### config.mk
export PLATFORM = sky130hd
export DESIGN_NAME = alu_out_stage
export DESIGN_NICKNAME = d
export VERILOG_FILES = /design/src/rtl/alu_pkg.sv /design/src/rtl/alu_out_stage_hi_lo_reg.sv /design/src/rtl/alu_out_stage.sv
export SDC_FILE = /design/constraint.sdc
export NUM_CORES = 1
export LEC_CHECK = 0
export CAP_MARGIN = 10
export CORE_MARGIN = 10
export CORE_UTILIZATION = 33
export CTS_CLUSTER_DIAMETER = 60
export DETAILED_ROUTE_END_ITERATION = 6
export DONT_BUFFER_PORTS = 1
export GPL_TIMING_DRIVEN = 1
export SETUP_SLACK_MARGIN = 0.5
export SLEW_MARGIN = 15
export SYNTH_ARGS = -nofsm -noshare
export SYNTH_HDL_FRONTEND = slang
export SYNTH_SLANG_ARGS = --single-unit
export TNS_END_PERCENT = 50
### constraint.sdc
create_clock -name clk -period 4.6 [get_ports clk]
set_clock_uncertainty 0.05 [all_clocks]
set_input_delay 0.69 -clock clk [delete_from_list [all_inputs] [get_ports clk]]
set_output_delay 0.69 -clock clk [all_outputs]
set_load 0.01 [all_outputs]
### src/rtl/alu_pkg.sv
// Shared definitions for the ALU output stage: opcodes, writeback source select and FSM states.
package alu_pkg;

  localparam logic [4:0] OP_ADD   = 5'b00000;
  localparam logic [4:0] OP_MULT  = 5'b00010;
  localparam logic [4:0] OP_MULTU = 5'b00011;
  localparam logic [4:0] OP_BEQ   = 5'b01100;
  localparam logic [4:0] OP_BNE   = 5'b01101;

  typedef enum logic [1:0] {
    SEL_ALU = 2'b00,
    SEL_LO  = 2'b01,
    SEL_HI  = 2'b10,
    SEL_ALT = 2'b11
  } out_sel_e;

  typedef enum logic {
    ST_IDLE    = 1'b0,
    ST_WB_PEND = 1'b1
  } wb_state_e;

  function automatic logic is_mul(input logic [4:0] op);
    return (op == OP_MULT) || (op == OP_MULTU);
  endfunction

endpackage

### src/rtl/alu_out_stage_hi_lo_reg.sv
// LO/HI register pair, loaded together by multiply operations.
module hi_lo_reg #(
  parameter int WIDTH = 32
) (
  input  logic             i_clk,
  input  logic             i_rst,
  input  logic             i_load,
  input  logic [WIDTH-1:0] i_lo,
  input  logic [WIDTH-1:0] i_hi,
  output logic [WIDTH-1:0] o_lo,
  output logic [WIDTH-1:0] o_hi
);

  logic [WIDTH-1:0] r_lo;
  logic [WIDTH-1:0] r_hi;

  always_ff @(posedge i_clk or posedge i_rst) begin
    if (i_rst) begin
      r_lo <= '0;
      r_hi <= '0;
    end else if (i_load) begin
      r_lo <= i_lo;
      r_hi <= i_hi;
    end
  end

  assign o_lo = r_lo;
  assign o_hi = r_hi;

endmodule

### src/rtl/alu_out_stage.sv
// ALU output stage: latches ALU results, issues a held writeback request and a branch-commit pulse.
module alu_out_stage
  import alu_pkg::*;
#(
  parameter int WIDTH = 32
) (
  input  logic             clk,
  input  logic             rst,
  input  logic             alu_valid,
  output logic             alu_ready,
  input  logic [4:0]       op_select,
  input  logic [WIDTH-1:0] result,
  input  logic [WIDTH-1:0] result_hi,
  input  logic             branch_taken,
  input  logic             wr_req,
  input  logic [4:0]       dest_reg,
  input  logic [1:0]       out_sel,
  output logic             wb_valid,
  input  logic             wb_ready,
  output logic [4:0]       wb_addr,
  output logic [WIDTH-1:0] wb_data,
  output logic [WIDTH-1:0] alu_out_q,
  output logic [WIDTH-1:0] lo_q,
  output logic [WIDTH-1:0] hi_q,
  output logic             pc_branch_en
);

  wb_state_e        r_state;
  out_sel_e         r_out_sel;
  logic [4:0]       r_wb_addr;
  logic [WIDTH-1:0] r_alu_out;
  logic             r_pc_branch_en;
  logic             w_accept;
  logic             w_mul_load;
  logic [WIDTH-1:0] w_lo;
  logic [WIDTH-1:0] w_hi;

  assign alu_ready  = (r_state == ST_IDLE) || ((r_state == ST_WB_PEND) && wb_ready);
  assign w_accept   = alu_valid && alu_ready;
  assign w_mul_load = w_accept && is_mul(op_select);

  hi_lo_reg #(.WIDTH(WIDTH)) u_hi_lo (
    .i_clk  (clk),
    .i_rst  (rst),
    .i_load (w_mul_load),
    .i_lo   (result),
    .i_hi   (result_hi),
    .o_lo   (w_lo),
    .o_hi   (w_hi)
  );

  // A new wr_req accepted while the previous writeback drains keeps us in WB_PEND.
  always_ff @(posedge clk or posedge rst) begin
    if (rst) begin
      r_state        <= ST_IDLE;
      r_out_sel      <= SEL_ALU;
      r_wb_addr      <= '0;
      r_alu_out      <= '0;
      r_pc_branch_en <= 1'b0;
    end else begin
      r_pc_branch_en <= w_accept && branch_taken;
      if (w_accept) begin
        r_alu_out <= result;
        if (wr_req) begin
          r_wb_addr <= dest_reg;
          r_out_sel <= out_sel_e'(out_sel);
        end
      end
      case (r_state)
        ST_IDLE: begin
          if (w_accept && wr_req) r_state <= ST_WB_PEND;
        end
        ST_WB_PEND: begin
          if (wb_ready && !(w_accept && wr_req)) r_state <= ST_IDLE;
        end
        default: r_state <= ST_IDLE;
      endcase
    end
  end

  // Select reads the registers themselves, so an op that loads LO and reads it sees the new value.
  always_comb begin
    wb_data = r_alu_out;
    case (r_out_sel)
      SEL_LO:  wb_data = w_lo;
      SEL_HI:  wb_data = w_hi;
      default: wb_data = r_alu_out;
    endcase
  end

  assign wb_valid     = (r_state == ST_WB_PEND);
  assign wb_addr      = r_wb_addr;
  assign alu_out_q    = r_alu_out;
  assign lo_q         = w_lo;
  assign hi_q         = w_hi;
  assign pc_branch_en = r_pc_branch_en;

endmodule

## After elaboration in Yosys (flattened, before gate mapping)

Index checks and enable logic that the tools add are counted.

| word-level totals | value |
|---|---|
| bits in latches | 0 |
| input port bits | 82 |
| bits in writable memories | 0 |
| memories | 0 |
| logic and storage cells | 26 |
| output and inout port bits | 136 |
| bits in registers | 105 |
| ROM bits | 0 |

| cells by class | value |
|---|---|
| bitwise logic cells | 1 |
| $lt $le $gt $ge | 0 |
| shifts and indexed selects | 0 |
| reductions and logical operators | 10 |
| multipliers | 0 |
| eq/ne operators | 4 |
| add/subtract/negate cells | 0 |
| divide/modulo/power cells | 0 |
| mux-type cells | 4 |

Operator list:

| operator | number |
|---|---|
| case mux 32 bit (2 select lines) | 1 |
| equality test 5 x 2 -> 1 bit, second input constant | 2 |
| logical AND 1 bit | 6 |
| equality test 2 x 1 -> 1 bit, second input constant | 1 |
| equality test 2 bit, second input constant | 1 |
| logical OR 1 bit | 2 |
| two-way mux 1 bit | 2 |
| case mux 1 bit (2 select lines) | 1 |
| AND reduction 2 bit | 1 |
| zero test 1 bit | 1 |
| inverter 1 bit | 1 |

## Logic depth before layout (Yosys ltp)

| logic depth | value |
|---|---|
| depth after elaboration | 8 |
| mapped depth | 6 |
| depth with buffers taken out | 4 |

## Cells and area by module

A second synthesis with hierarchy kept.

| unflattened totals | value |
|---|---|
| cell total of the unflattened synthesis | 342 |
| area total of the unflattened synthesis | 5,008.6 um^2 |

Modules (own cells, without submodules):

| module | cells an instance | sequential area each (um^2) | area each (um^2) | times used |
|---|---|---|---|---|
| hi_lo_reg | 136 | 1,601.5 | 2,682.6 | 1 |
| alu_out_stage | 206 | 1,026.0 | 2,326.0 | 1 |

## Worst setup path after synthesis

Ideal clock, no wire load.

| timing | value |
|---|---|
| kind | reg2out |
| start point | register r_out_sel[0] |
| end point | output port wb_data[0] |
| data required time | 3,860 ps |
| stages on the path, launching flop included | 7 |
| path buffers | 2 |
| arrival | 1,363 ps |
| setup slack | 2,497 ps |
| cell sequence | dfrtp_1 -> inv_1 -> ha_1 -> clkbuf_1 -> clkbuf_1 -> nand2_1 -> o21ai_0 |

| on the way | value |
|---|---|
| longest elaborated chain between the ends | 2 |
| elaborated cells on any way between the ends | 3 |
| classes of those cells | 2 x eq/ne; 1 x mux |

Ends and longest elaborated chain:

| what | RTL line | source |
|---|---|---|
| from (decl) | alu_out_stage.sv:29 | `out_sel_e r_out_sel;` |
| from (signal assigned) | alu_out_stage.sv:66 | `r_out_sel <= out_sel_e'(out_sel);` |
| equality test 2 bit or equality test 2 x 1 -> 1 bit (tied branches) | alu_out_stage.sv:84 | `case (r_out_sel)` |
| case mux 32 bit (2 select lines) (*) | alu_out_stage.sv:84 |  |
| to (decl) | alu_out_stage.sv:21 | `output logic [WIDTH-1:0] wb_data,` |

Mark *: on every way between the ends. The rest lies on a longest branch, timed or not.

## Worst setup path after layout

| timing | value |
|---|---|
| start point | register r_out_sel[1] |
| end point | output port wb_data[3] |

The elaborated chain is that of the path after synthesis.

==> results.json <==
{
  "root_buffer": "clkbuf_16",
  "rrSetupSlack_ns": 2.14,
  "final_common_cell": "dfrtp_1",
  "worst_slack_ns": 1.53,
  "period_share_pct": 66.8,
  "worst_slew_pin_slew_ns": 1.05,
  "crit_family": "adder cells",
  "cp_cell_sequence": "inv_1 > ha_1 > buf_4 > a22oi_1 > o21ai_0",
  "slowest_stage": "ha_1",
  "powerDensity_nw_per_um2": 538,
  "pre_cts_ws_ns": 1.80,
  "yosys_warnings": 0,
  "wl_um": 12600,
  "critPathKind": "reg2out",
  "insertion_delay_ns": 0.34,
  "grt_antenna_before_repair": 0,
  "wl_per_cell_um": 24.4,
  "fill_cells": 1309,
  "synth_seq_cells": 105,
  "portBuffers": 0,
  "syn_area_sq_um": 4780,
  "drtIter0Drc": 134,
  "leakagePower_nw": 2.40,
  "drc": 0,
  "yosysSeqAreaShare_pct": 54.9,
  "grt_overflow_total": 0,
  "final_cell_mix": "dfrtp_1, mux2_4, mux2_2",
  "slew_headroom_pct": 29.8,
  "total_power_mw": 2.80,
  "hpwlAfterDp_um": 9070,
  "drv_slew": 0,
  "worstPathRequired_ns": 3.86,
  "cap_violations": 0,
  "die-area_sq_um": 19700,
  "fin_area_sq_um": 5210,
  "via_per_inst": 5.36,
  "tns_ns": 0,
  "htree_levels": 3,
  "status": "complete, no violations",
  "grt_start_max_net_pins": 70,
  "min_period_ns": 3.07,
  "endpoint_kind": "output pin",
  "synth_cell_types": 17,
  "postSynthAreaPerCell_sq_um": 14.0,
  "final-hold-violation-count": 0,
  "path_buf_inv": 2,
  "hold_class": "in2async",
  "worstPathArrival_ns": 2.33,
  "critical_path.max_fanout": 17,
  "gp_congestion": 0.760,
  "rsz0062_at_grt": "false",
  "drtPass1Iterations": 4,
  "die_x_um": 140,
  "post-cts-setup-buffer-count": 0,
  "core_sq_um": 14000,
  "pin_count": 218,
  "syn_inst": 341,
  "cts_tree": "built",
  "fmax_mhz": 325,
  "antenna_left": 0,
  "synth_nets": 425,
  "grt_pass1_wl_um": 19500,
  "path_clk_slew_ns": 0.07,
  "final_net_count": 415,
  "rows": 43,
  "hold_buffers": 0,
  "critPathLaunchType": "flop",
  "grt_use_total_pct": 12.5,
  "initial_core_util_pct": 34.1,
  "clk_path_buf_depth": 2,
  "cts.sinks": 105,
  "fp.dieH_um": 140,
  "max_stage_delay_ns": 0.61,
  "dp_cells": 500,
  "finalSetupViolCount": 0,
  "placed_cell_area_sq_um": 4900,
  "vdd_drop_max_uv": 246,
  "grt_pass1_vias": 3054,
  "layout-drive-gt1-share_pct": 35.4,
  "numCtsBuffers": 9,
  "cts-resized-gates": 0,
  "area_growth_pct": 8.90,
  "num_vias": 2770,
  "final_cells": 517
}
==> synthesized netlist by cell type, drive strengths merged <==
library cell / instances / area (sq um)
dfrtp: 105 / 2630
nor2b: 1 / 6.26
mux2: 103 / 1390
buf: 11 / 92.6
nor4b: 1 / 23.8
and3: 1 / 6.26
nand2b: 1 / 6.26
o21ai: 32 / 160
a22oi: 32 / 240
nand2: 35 / 131
clkbuf: 13 / 48.8
nand3: 1 / 17.5
ha: 2 / 25.0
inv: 3 / 11.3
==> through the flow <==
stage	util [%]	hold slack (ns)
after global routing	37.1	0.403
final	37.1	0.334
after floorplan	-	0.457
after detailed placement	34.9	0.486
after global placement	34.9	0.480
after CTS	37.1	0.373
==> sequential cells by signal (all words and copies together), names as in the netlist <==
signal and count:
wb_valid 1, u_hi_lo.o_lo 32, alu_out_q 32, wb_addr 5, u_hi_lo.o_hi 32, pc_branch_en 1
r_out_sel 2
==> routing by layer <==
metal  up-vias  GRT usage (%)  wire length [um]
li1       1197              -                 -
met1      1409           12.9              4570
met2       149           20.1              6110
met3        15           8.05              1740
met4         0           4.62               218
met5         -              0                 0
==> final cells by class <==
cell class	instances	area, sq um	share of cell area (%)
antenna	1	2.50	0.0481
clock buffer	14	274	5.26
clock inverter	2	35.0	0.673
inverter	3	13.8	0.264
multi-input combinational	209	2010	38.5
sequential	105	2630	50.5
tap	180	225	4.32
timing repair buffer	3	22.5	0.432
==> logic make-up (layout without fill, tap and decap cells) <==
family,after synthesis,after routing,synth area share [%]
compound gates,64,64,8.37
fa+ha+maj,2,2,0.523
buf+inv,27,22,3.19
flops,105,105,54.9
mux,103,103,29.0
other cells,0,1,0
simple gates,40,40,4.00
==> path summary, 6_finish.rpt <==
| kind | start | endpoint | cells after the start |
|---|---|---|---|
| worst min-delay path | rst | u_hi_lo.o_hi[29] | 1 |
| max in group asynchronous | rst | u_hi_lo.o_lo[8] | 2 |
| worst max-delay path | r_out_sel[1] | wb_data[3] | 5 |
| min in group clk | result[0] | alu_out_q[0] | 1 |
| worst min register to register | r_out_sel[0] | r_out_sel[0] | 1 |
| worst max register to register | wb_valid | u_hi_lo.o_hi[8] | 4 |
==> power by group <==
group / total, mW / internal [mW] / switching [mW]
sequential: 1.41 / 1.11 / 0.299
combinational: 0.594 / 0.292 / 0.302
clock: 0.796 / 0.467 / 0.330
total: 2.80 / 1.87 / 0.930
Power figures use the tool's default switching activity.
